<file path="config.mk">
export PLATFORM = sky130hd
export DESIGN_NAME = alu4_core
export DESIGN_NICKNAME = d
export VERILOG_FILES = /design/src/rtl/alu_pkg.sv /design/src/rtl/alu_ripple_adder.sv /design/src/rtl/alu4_core.sv
export SDC_FILE = /design/constraint.sdc
export NUM_CORES = 1
export LEC_CHECK = 0
export CAP_MARGIN = 20
export CORE_UTILIZATION = 36
export CTS_CLUSTER_SIZE = 16
export DETAILED_ROUTE_END_ITERATION = 16
export GPL_TIMING_DRIVEN = 0
export PLACE_DENSITY = 0.66
export SYNTH_ARGS = -nofsm -noshare
export SYNTH_HDL_FRONTEND = slang
export SYNTH_SLANG_ARGS = --single-unit
</file>
<file path="constraint.sdc">
create_clock -name clk -period 4.3 [get_ports clk]
set_clock_uncertainty 0.15 [all_clocks]
set_input_delay 1.29 -clock clk [delete_from_list [all_inputs] [get_ports clk]]
set_output_delay 1.29 -clock clk [all_outputs]
set_load 0.005 [all_outputs]
</file>
<file path="src/rtl/alu_pkg.sv">
// Shared constants for the lab-processor ALU: function-select codes and mode values.
package alu_pkg;

  localparam logic [1:0] SEL_AND  = 2'b00;
  localparam logic [1:0] SEL_OR   = 2'b01;
  localparam logic [1:0] SEL_XOR  = 2'b10;
  localparam logic [1:0] SEL_NOT  = 2'b11;

  localparam logic [1:0] SEL_XFER = 2'b00;
  localparam logic [1:0] SEL_ADD  = 2'b01;
  localparam logic [1:0] SEL_SUB  = 2'b10;
  localparam logic [1:0] SEL_DEC  = 2'b11;

  localparam logic MODE_LOGIC = 1'b0;
  localparam logic MODE_ARITH = 1'b1;

endpackage

</file>
<file path="src/rtl/alu_ripple_adder.sv">
// WIDTH-bit ripple-carry adder built from a chain of 1-bit full adders.
module alu_ripple_adder #(
  parameter int WIDTH = 4
) (
  input  logic [WIDTH-1:0] a,
  input  logic [WIDTH-1:0] b,
  input  logic             cin,
  output logic [WIDTH-1:0] sum,
  output logic             cout
);

  logic [WIDTH:0] carry;

  assign carry[0] = cin;

  for (genvar i = 0; i < WIDTH; i++) begin : g_stage
    assign sum[i]     = a[i] ^ b[i] ^ carry[i];
    assign carry[i+1] = (a[i] & b[i]) | (carry[i] & (a[i] ^ b[i]));
  end

  assign cout = carry[WIDTH];

endmodule

</file>
<file path="src/rtl/alu4_core.sv">
// Registered ripple-carry ALU: four arithmetic (M=1) and four logic (M=0) functions,
// result and carry-out available one clock after the operands are sampled.
module alu4_core
  import alu_pkg::*;
#(
  parameter int WIDTH = 4
) (
  input  logic             clk,
  input  logic             rst,
  input  logic [WIDTH-1:0] A,
  input  logic [WIDTH-1:0] B,
  input  logic             C0,
  input  logic             S1,
  input  logic             S0,
  input  logic             M,
  output logic             C_out,
  output logic [WIDTH-1:0] data_out
);

  logic [1:0]       sel;
  logic [WIDTH-1:0] y_operand;
  logic [WIDTH-1:0] sum;
  logic             sum_cout;
  logic [WIDTH-1:0] logic_result;

  assign sel = {S1, S0};

  // Second adder operand; transfer and decrement reuse the adder with a constant Y.
  always_comb begin
    y_operand = '0;
    case (sel)
      SEL_XFER: y_operand = '0;
      SEL_ADD:  y_operand = B;
      SEL_SUB:  y_operand = ~B;
      SEL_DEC:  y_operand = '1;
      default:  y_operand = '0;
    endcase
  end

  alu_ripple_adder #(
    .WIDTH(WIDTH)
  ) u_adder (
    .a    (A),
    .b    (y_operand),
    .cin  (C0),
    .sum  (sum),
    .cout (sum_cout)
  );

  always_comb begin
    logic_result = '0;
    case (sel)
      SEL_AND: logic_result = A & B;
      SEL_OR:  logic_result = A | B;
      SEL_XOR: logic_result = A ^ B;
      SEL_NOT: logic_result = ~A;
      default: logic_result = '0;
    endcase
  end

  // Logic mode never reports a carry, regardless of C0.
  always_ff @(posedge clk) begin
    if (rst) begin
      data_out <= '0;
      C_out    <= 1'b0;
    end else if (M == MODE_ARITH) begin
      data_out <= sum;
      C_out    <= sum_cout;
    end else begin
      data_out <= logic_result;
      C_out    <= 1'b0;
    end
  end

endmodule

</file>
### Word level (Yosys, flattened, before mapping)

Cells that the tools add are included.
Widths: inputs -> output; s select.

* equality and inequality tests: 3
* mux-type cells: 3
* bitwise gates (word level): 26
* reduce and logical (&&, ||, !) cells: 2

Operators by type and width (count)
* $pmux 4 s4: 2
* $and 1x1->1: 8
* $not 4->4: 2
* $xor 1x1->1: 8
* $and 4x4->4: 1
* $eq 2x2->1 const B: 2
* $mux 4: 1
* $or 1x1->1: 4
* $or 4x4->4: 1
* $xor 4x4->4: 1
* $eq 2x1->1 const B: 1
* $logic_not 2->1: 1
* $reduce_or 2->1: 1
* $not 1->1: 1

* register bits after elaboration: 5
* input bits: 14
* output and inout bits: 5
* word-level logic and storage cells: 36

### Longest topological paths before layout

Gate-level depths: netlist of the first run.

* depth after elaboration: 11
* mapped depth: 10
* gate-level depth less buffers: 9

### By module

A second synthesis of the first run with hierarchy kept.

* cells, all modules: 69
* area, all modules: 609.3 um2

By module, submodules not included
* alu4_core: instances 1, cells each 55, area an instance 491.7 um2, seq. area each 100.1 um2
* alu_ripple_adder: instances 1, cells each 14, area an instance 117.6 um2, seq. area each 0.0 um2

### Worst setup path before layout of the first run

OpenSTA, ideal clock, no wires.

* kind: input to register
* from: in S1
* to: reg data_out[3]
* setup time: 0.058 ns
* arrival: 3.212 ns
* required time: 4.092 ns
* path slack: 0.880 ns
* stages: 10
* buffers on the path: 1
* path through: buf_6 mux2i_1 fa_1 inv_1 fa_1 fa_1 inv_1 fa_1 a21oi_1 o21a_1

* word-level cells in the longest chain between the ends: 11
* elaborated cells on any way between the ends: 21
* those cells by class: eq/ne (3); mux (3); bitwise (14); reduce/logical (1)

Ends and longest elaborated chain
* start, declared: RTL line alu4_core.sv:13 `input logic S1,`
* $eq 2x2->1 (tied with other cells): RTL line alu4_core.sv:31, alu4_core.sv:52
* $pmux 4 s4: RTL line alu4_core.sv:31 `case (sel)`
* $xor 1x1->1: RTL line alu_ripple_adder.sv:18 `assign carry[i+1] = (a[i] & b[i]) | (carry[i] & (a[i] ^ b[i]));`
* $and 1x1->1: RTL line alu_ripple_adder.sv:18
* $or 1x1->1: RTL line alu_ripple_adder.sv:18
* $and 1x1->1: RTL line alu_ripple_adder.sv:18
* $or 1x1->1: RTL line alu_ripple_adder.sv:18
* $and 1x1->1: RTL line alu_ripple_adder.sv:18
* $or 1x1->1: RTL line alu_ripple_adder.sv:18
* $xor 1x1->1: RTL line alu_ripple_adder.sv:17 `assign sum[i] = a[i] ^ b[i] ^ carry[i];`
* $mux 4 (*): RTL line alu4_core.sv:66 `end else if (M == MODE_ARITH) begin`
* end signal, assigned: RTL line alu4_core.sv:67 `data_out <= sum;`
* end signal, assigned: RTL line alu4_core.sv:70 `data_out <= logic_result;`
* end, declared: RTL line alu4_core.sv:17 `output logic [WIDTH-1:0] data_out`

Mark *: on every way between the ends. The rest lies on a longest branch, timed or not.
A chain may end at the register's enable or synchronous reset.

### Worst setup path in the final report of the first run

* from: in B[0]
* to: reg data_out[3]

* word-level cells in the longest chain between the ends: 11
* elaborated cells on any way between the ends: 12
* those cells by class: mux (2); bitwise (10)

Ends and longest elaborated chain
* start, declared: RTL line alu4_core.sv:11 `input logic [WIDTH-1:0] B,`
* $not 4->4: RTL line alu4_core.sv:34 `SEL_SUB: y_operand = ~B;`
* $pmux 4 s4 (*): RTL line alu4_core.sv:31
* $xor 1x1->1: RTL line alu_ripple_adder.sv:18
* $and 1x1->1: RTL line alu_ripple_adder.sv:18
* $or 1x1->1 (*): RTL line alu_ripple_adder.sv:18
* $and 1x1->1 (*): RTL line alu_ripple_adder.sv:18
* $or 1x1->1 (*): RTL line alu_ripple_adder.sv:18
* $and 1x1->1 (*): RTL line alu_ripple_adder.sv:18
* $or 1x1->1 (*): RTL line alu_ripple_adder.sv:18
* $xor 1x1->1 (*): RTL line alu_ripple_adder.sv:17
* $mux 4 (*): RTL line alu4_core.sv:66

Marked as above.

==> results of run 1 <==
## stage by stage
| step | area, µm² | total power, µW | worst slack, ns | instances |
|---|---|---|---|---|
| floorplan | 563 | 87.7 | 0.880 | 56 |
| global placement | 732 | 115 | 0.308 | 86 |
| detailed placement | 732 | 116 | 0.286 | 86 |
| CTS | 758 | 172 | 0.530 | 90 |
| global route | 758 | 183 | 0.399 | 90 |
| finish | 758 | 168 | 0.507 | 90 |
## kinds of logic after synthesis
family,synth area share
AOI/OAI and AO/OA,0.0889
adders and majority gates,0.320
buffers and inverters,0.133
DFF,0.178
muxes,0.231
and+or+nand+nor,0.0489
## layout by cell type, fill, tap and decap left out
| cell | count |
|---|---|
| o21ai_0 | 2 |
| o21a_1 | 2 |
| dfxtp_1 | 5 |
| ha_1 | 8 |
| mux2_2 | 4 |
| a21oi_1 | 2 |
| mux2i_1 | 4 |
| clkdlybuf4s50_1 | 15 |
| nand2_1 | 2 |
| nor3_1 | 1 |
| a22oi_1 | 2 |
| clkbuf_4 | 3 |
| mux4_2 | 2 |
| clkbuf_1 | 2 |
| fa_1 | 4 |
| inv_1 | 13 |
| nor3b_1 | 2 |
| buf_6 | 2 |
## metal layers
metal | track usage | wire (µm) | part of all wire | up-vias
met4 | 0.0581 | 0 | 0 | 0
li1 | - | - | - | 223
met5 | 0 | 0 | 0 | -
met2 | 0.200 | 439 | 0.48 | 14
met3 | 0.0304 | 43 | 0.047 | 0
met1 | 0.159 | 432 | 0.47 | 190
## state kept, by name, summed over array words and instances (netlist names)
register	flops
C_out	1
data_out	4
## critical path: cells and delay by family
family / cells / cell delay, ns
AO/OA/AOI/OAI: 2 / 0.28
adder cells (fa/ha/maj): 4 / 1.37
buffers and inverters: 3 / 0.65
multiplexers: 1 / 0.23
## worst paths after layout
kind | startpoint | end | slack [ns] | cells past startpoint
worst min-delay path | M | data_out[1] | 1.29 | 3
worst max-delay path | B[0] | data_out[3] | 0.51 | 10
## cell type report
class / instances / area (µm²)
fill: 132 / 624
multi-input combinational: 35 / 388
timing repair buffer: 15 / 150
sequential: 5 / 100
inverter: 13 / 48.8
clock buffer: 4 / 26.3
buffer: 3 / 26.3
tap: 15 / 18.8
## cell usage after synthesis
library cell / instances
fa_1: 4
o21ai_0: 2
ha_1: 8
dfxtp_1: 5
mux4_2: 2
mux2_2: 4
mux2i_1: 4
inv_1: 13
nor3b_1: 2
nand2_1: 2
o21a_1: 2
buf_6: 2
clkbuf_1: 1
a22oi_1: 2
nor3_1: 1
a21oi_1: 2
## power by group through the flow
stage | registers (µW) | clock network [µW] | logic [µW]
after floorplan | 54.4 | 0 | 33.3
after global placement | 53.5 | 0 | 61.3
after detailed placement | 53.5 | 0 | 62.4
after CTS | 52.6 | 56.1 | 63.0
after global routing | 53.1 | 59.7 | 69.8
final | 52.6 | 53.4 | 62.2
==> qor.txt, run 1 <==
Net Count, Synth - 82
Chip width - 41.5 µm
First-pass GRT wire length - 1.67 mm
Worst-path cell chain - clkdlybuf4s50_1 -> mux2i_1 -> fa_1 -> inv_1 -> fa_1 -> fa_1 -> inv_1 -> fa_1 -> a21oi_1 -> o21a_1
Die area - 1730 µm²
Hold Buf Count CTS - 0
Slowest cell on crit path - clkdlybuf4s50_1
Die Y - 41.5 µm
Crit path launch type - input pin
Synthesized instance count - 56
Layout cell share with drive strength beyond 1 - 0.147
Syn avg cell area - 10.1 µm²
Status - finished, final reports clean
Register area share after synthesis - 0.178
PD cells - 222 nW/µm²
Fin. max-slew vios - 0
Yosys warnings - 0
Clock power frac - 0.317
Detailed Place HPWL - 756 µm
Crit-path most repeated cell - fa_1
Crit end category - register
Crit path kind - input pin to register
Pin count of the biggest net entering global routing - 11
HP Class - input pin to register
CTS Buffer Depth - 2
Via Count - 427
Port Buf Inserts - 15
TritonCTS buffer count - 3
H-tree Lvls - 1
Worst vdd ir - 0.0833 mV
Least-Margin Pin Slew - 0.352 ns
Top cell type by total area after synthesis - dfxtp_1
Data arrival, critical path - 3.83 ns
Post-layout util - 0.548
DRC Markers - 0
Core ar. - 1380 µm²
Drt pass-1 iters - 4
GR Overflow Total - 0
Post-route ant nets - 0
Crit-path max FO - 3
Drt wl/cell - 10.2 µm
Crit share post-route - 0.882
Flop pwr share - 0.313
Std cell rows - 13
Final hold violations - 0
Switching Power - 44.6 µW
Seq cells post-synth - 5
Clock Pin Slew Worst Setup and Hold Paths - 0.04 ns
Comb power frac - 0.370
Max-cap violations - 0
Synth top area cells - dfxtp_1, ha_1, fa_1
Slew headroom - 0.766
RSZ-0062 raised after global routing - no
Gpl congestion - 0.691
Cell Int Power - 124 µW
Post-synthesis cell area - 563 µm²
Min cycle time layout - 3.79 ns
Post-synth cell types - 16
Clock sink count - 5
Endpoints failing setup - 0
Initial Utilization - 0.407
DRT iter0 DRCs - 11
Initial antenna violation count - 0
Switching share of power - 0.265
Area grow syn2layout - 34.7%
Post-CTS Setup Bufs - 0
Post-Route WL - 915 µm
Setup TNS - 0 ns
Vias in the first global route - 402
CTS root buffer - clkbuf_4
Overall Global Routing Usage - 0.126
LEAKAGE - 0.000357 µW
Antenna cells - 0
Post-CTS sizing - 0
Ports - 19
Hold WS - 1.29 ns
CTS tree - built
Max Freq - 264 MHz
Routed vias/inst - 4.74
Worst path required time - 4.33 ns
Final #Nets - 102
Area share of the largest cell type after synthesis - 0.178
Worst path max stage delay - 0.53 ns
(Power assumes the default switching activity.)
==> inputs of run 2 (changes only) <==
--- a/config.mk
+++ b/config.mk
@@ -11,6 +11,7 @@
 export DETAILED_ROUTE_END_ITERATION = 16
 export GPL_TIMING_DRIVEN = 0
 export PLACE_DENSITY = 0.66
+export SLEW_MARGIN = 20
 export SYNTH_ARGS = -nofsm -noshare
 export SYNTH_HDL_FRONTEND = slang
 export SYNTH_SLANG_ARGS = --single-unit
==> results of run 2 <==
Final layout, timing and power as in run 1 (identical DEF).
==> inputs of run 3 (changes only) <==
==> constraint.sdc (replaced) <==
create_clock -name clk -period 4.3 [get_ports clk]
set_clock_uncertainty 0.15 [all_clocks]
set_input_delay 1.29 -clock clk [delete_from_list [all_inputs] [get_ports clk]]
set_output_delay 1.29 -clock clk [all_outputs]
set_load 0.05 [all_outputs]
==> results of run 3 <==
The final DEF is identical to that of run 1. Status: finished, final reports clean.
Main changes from that run: total power 168 µW -> 186 µW; worst IR drop on VDD 0.0833 mV -> 0.0854 mV
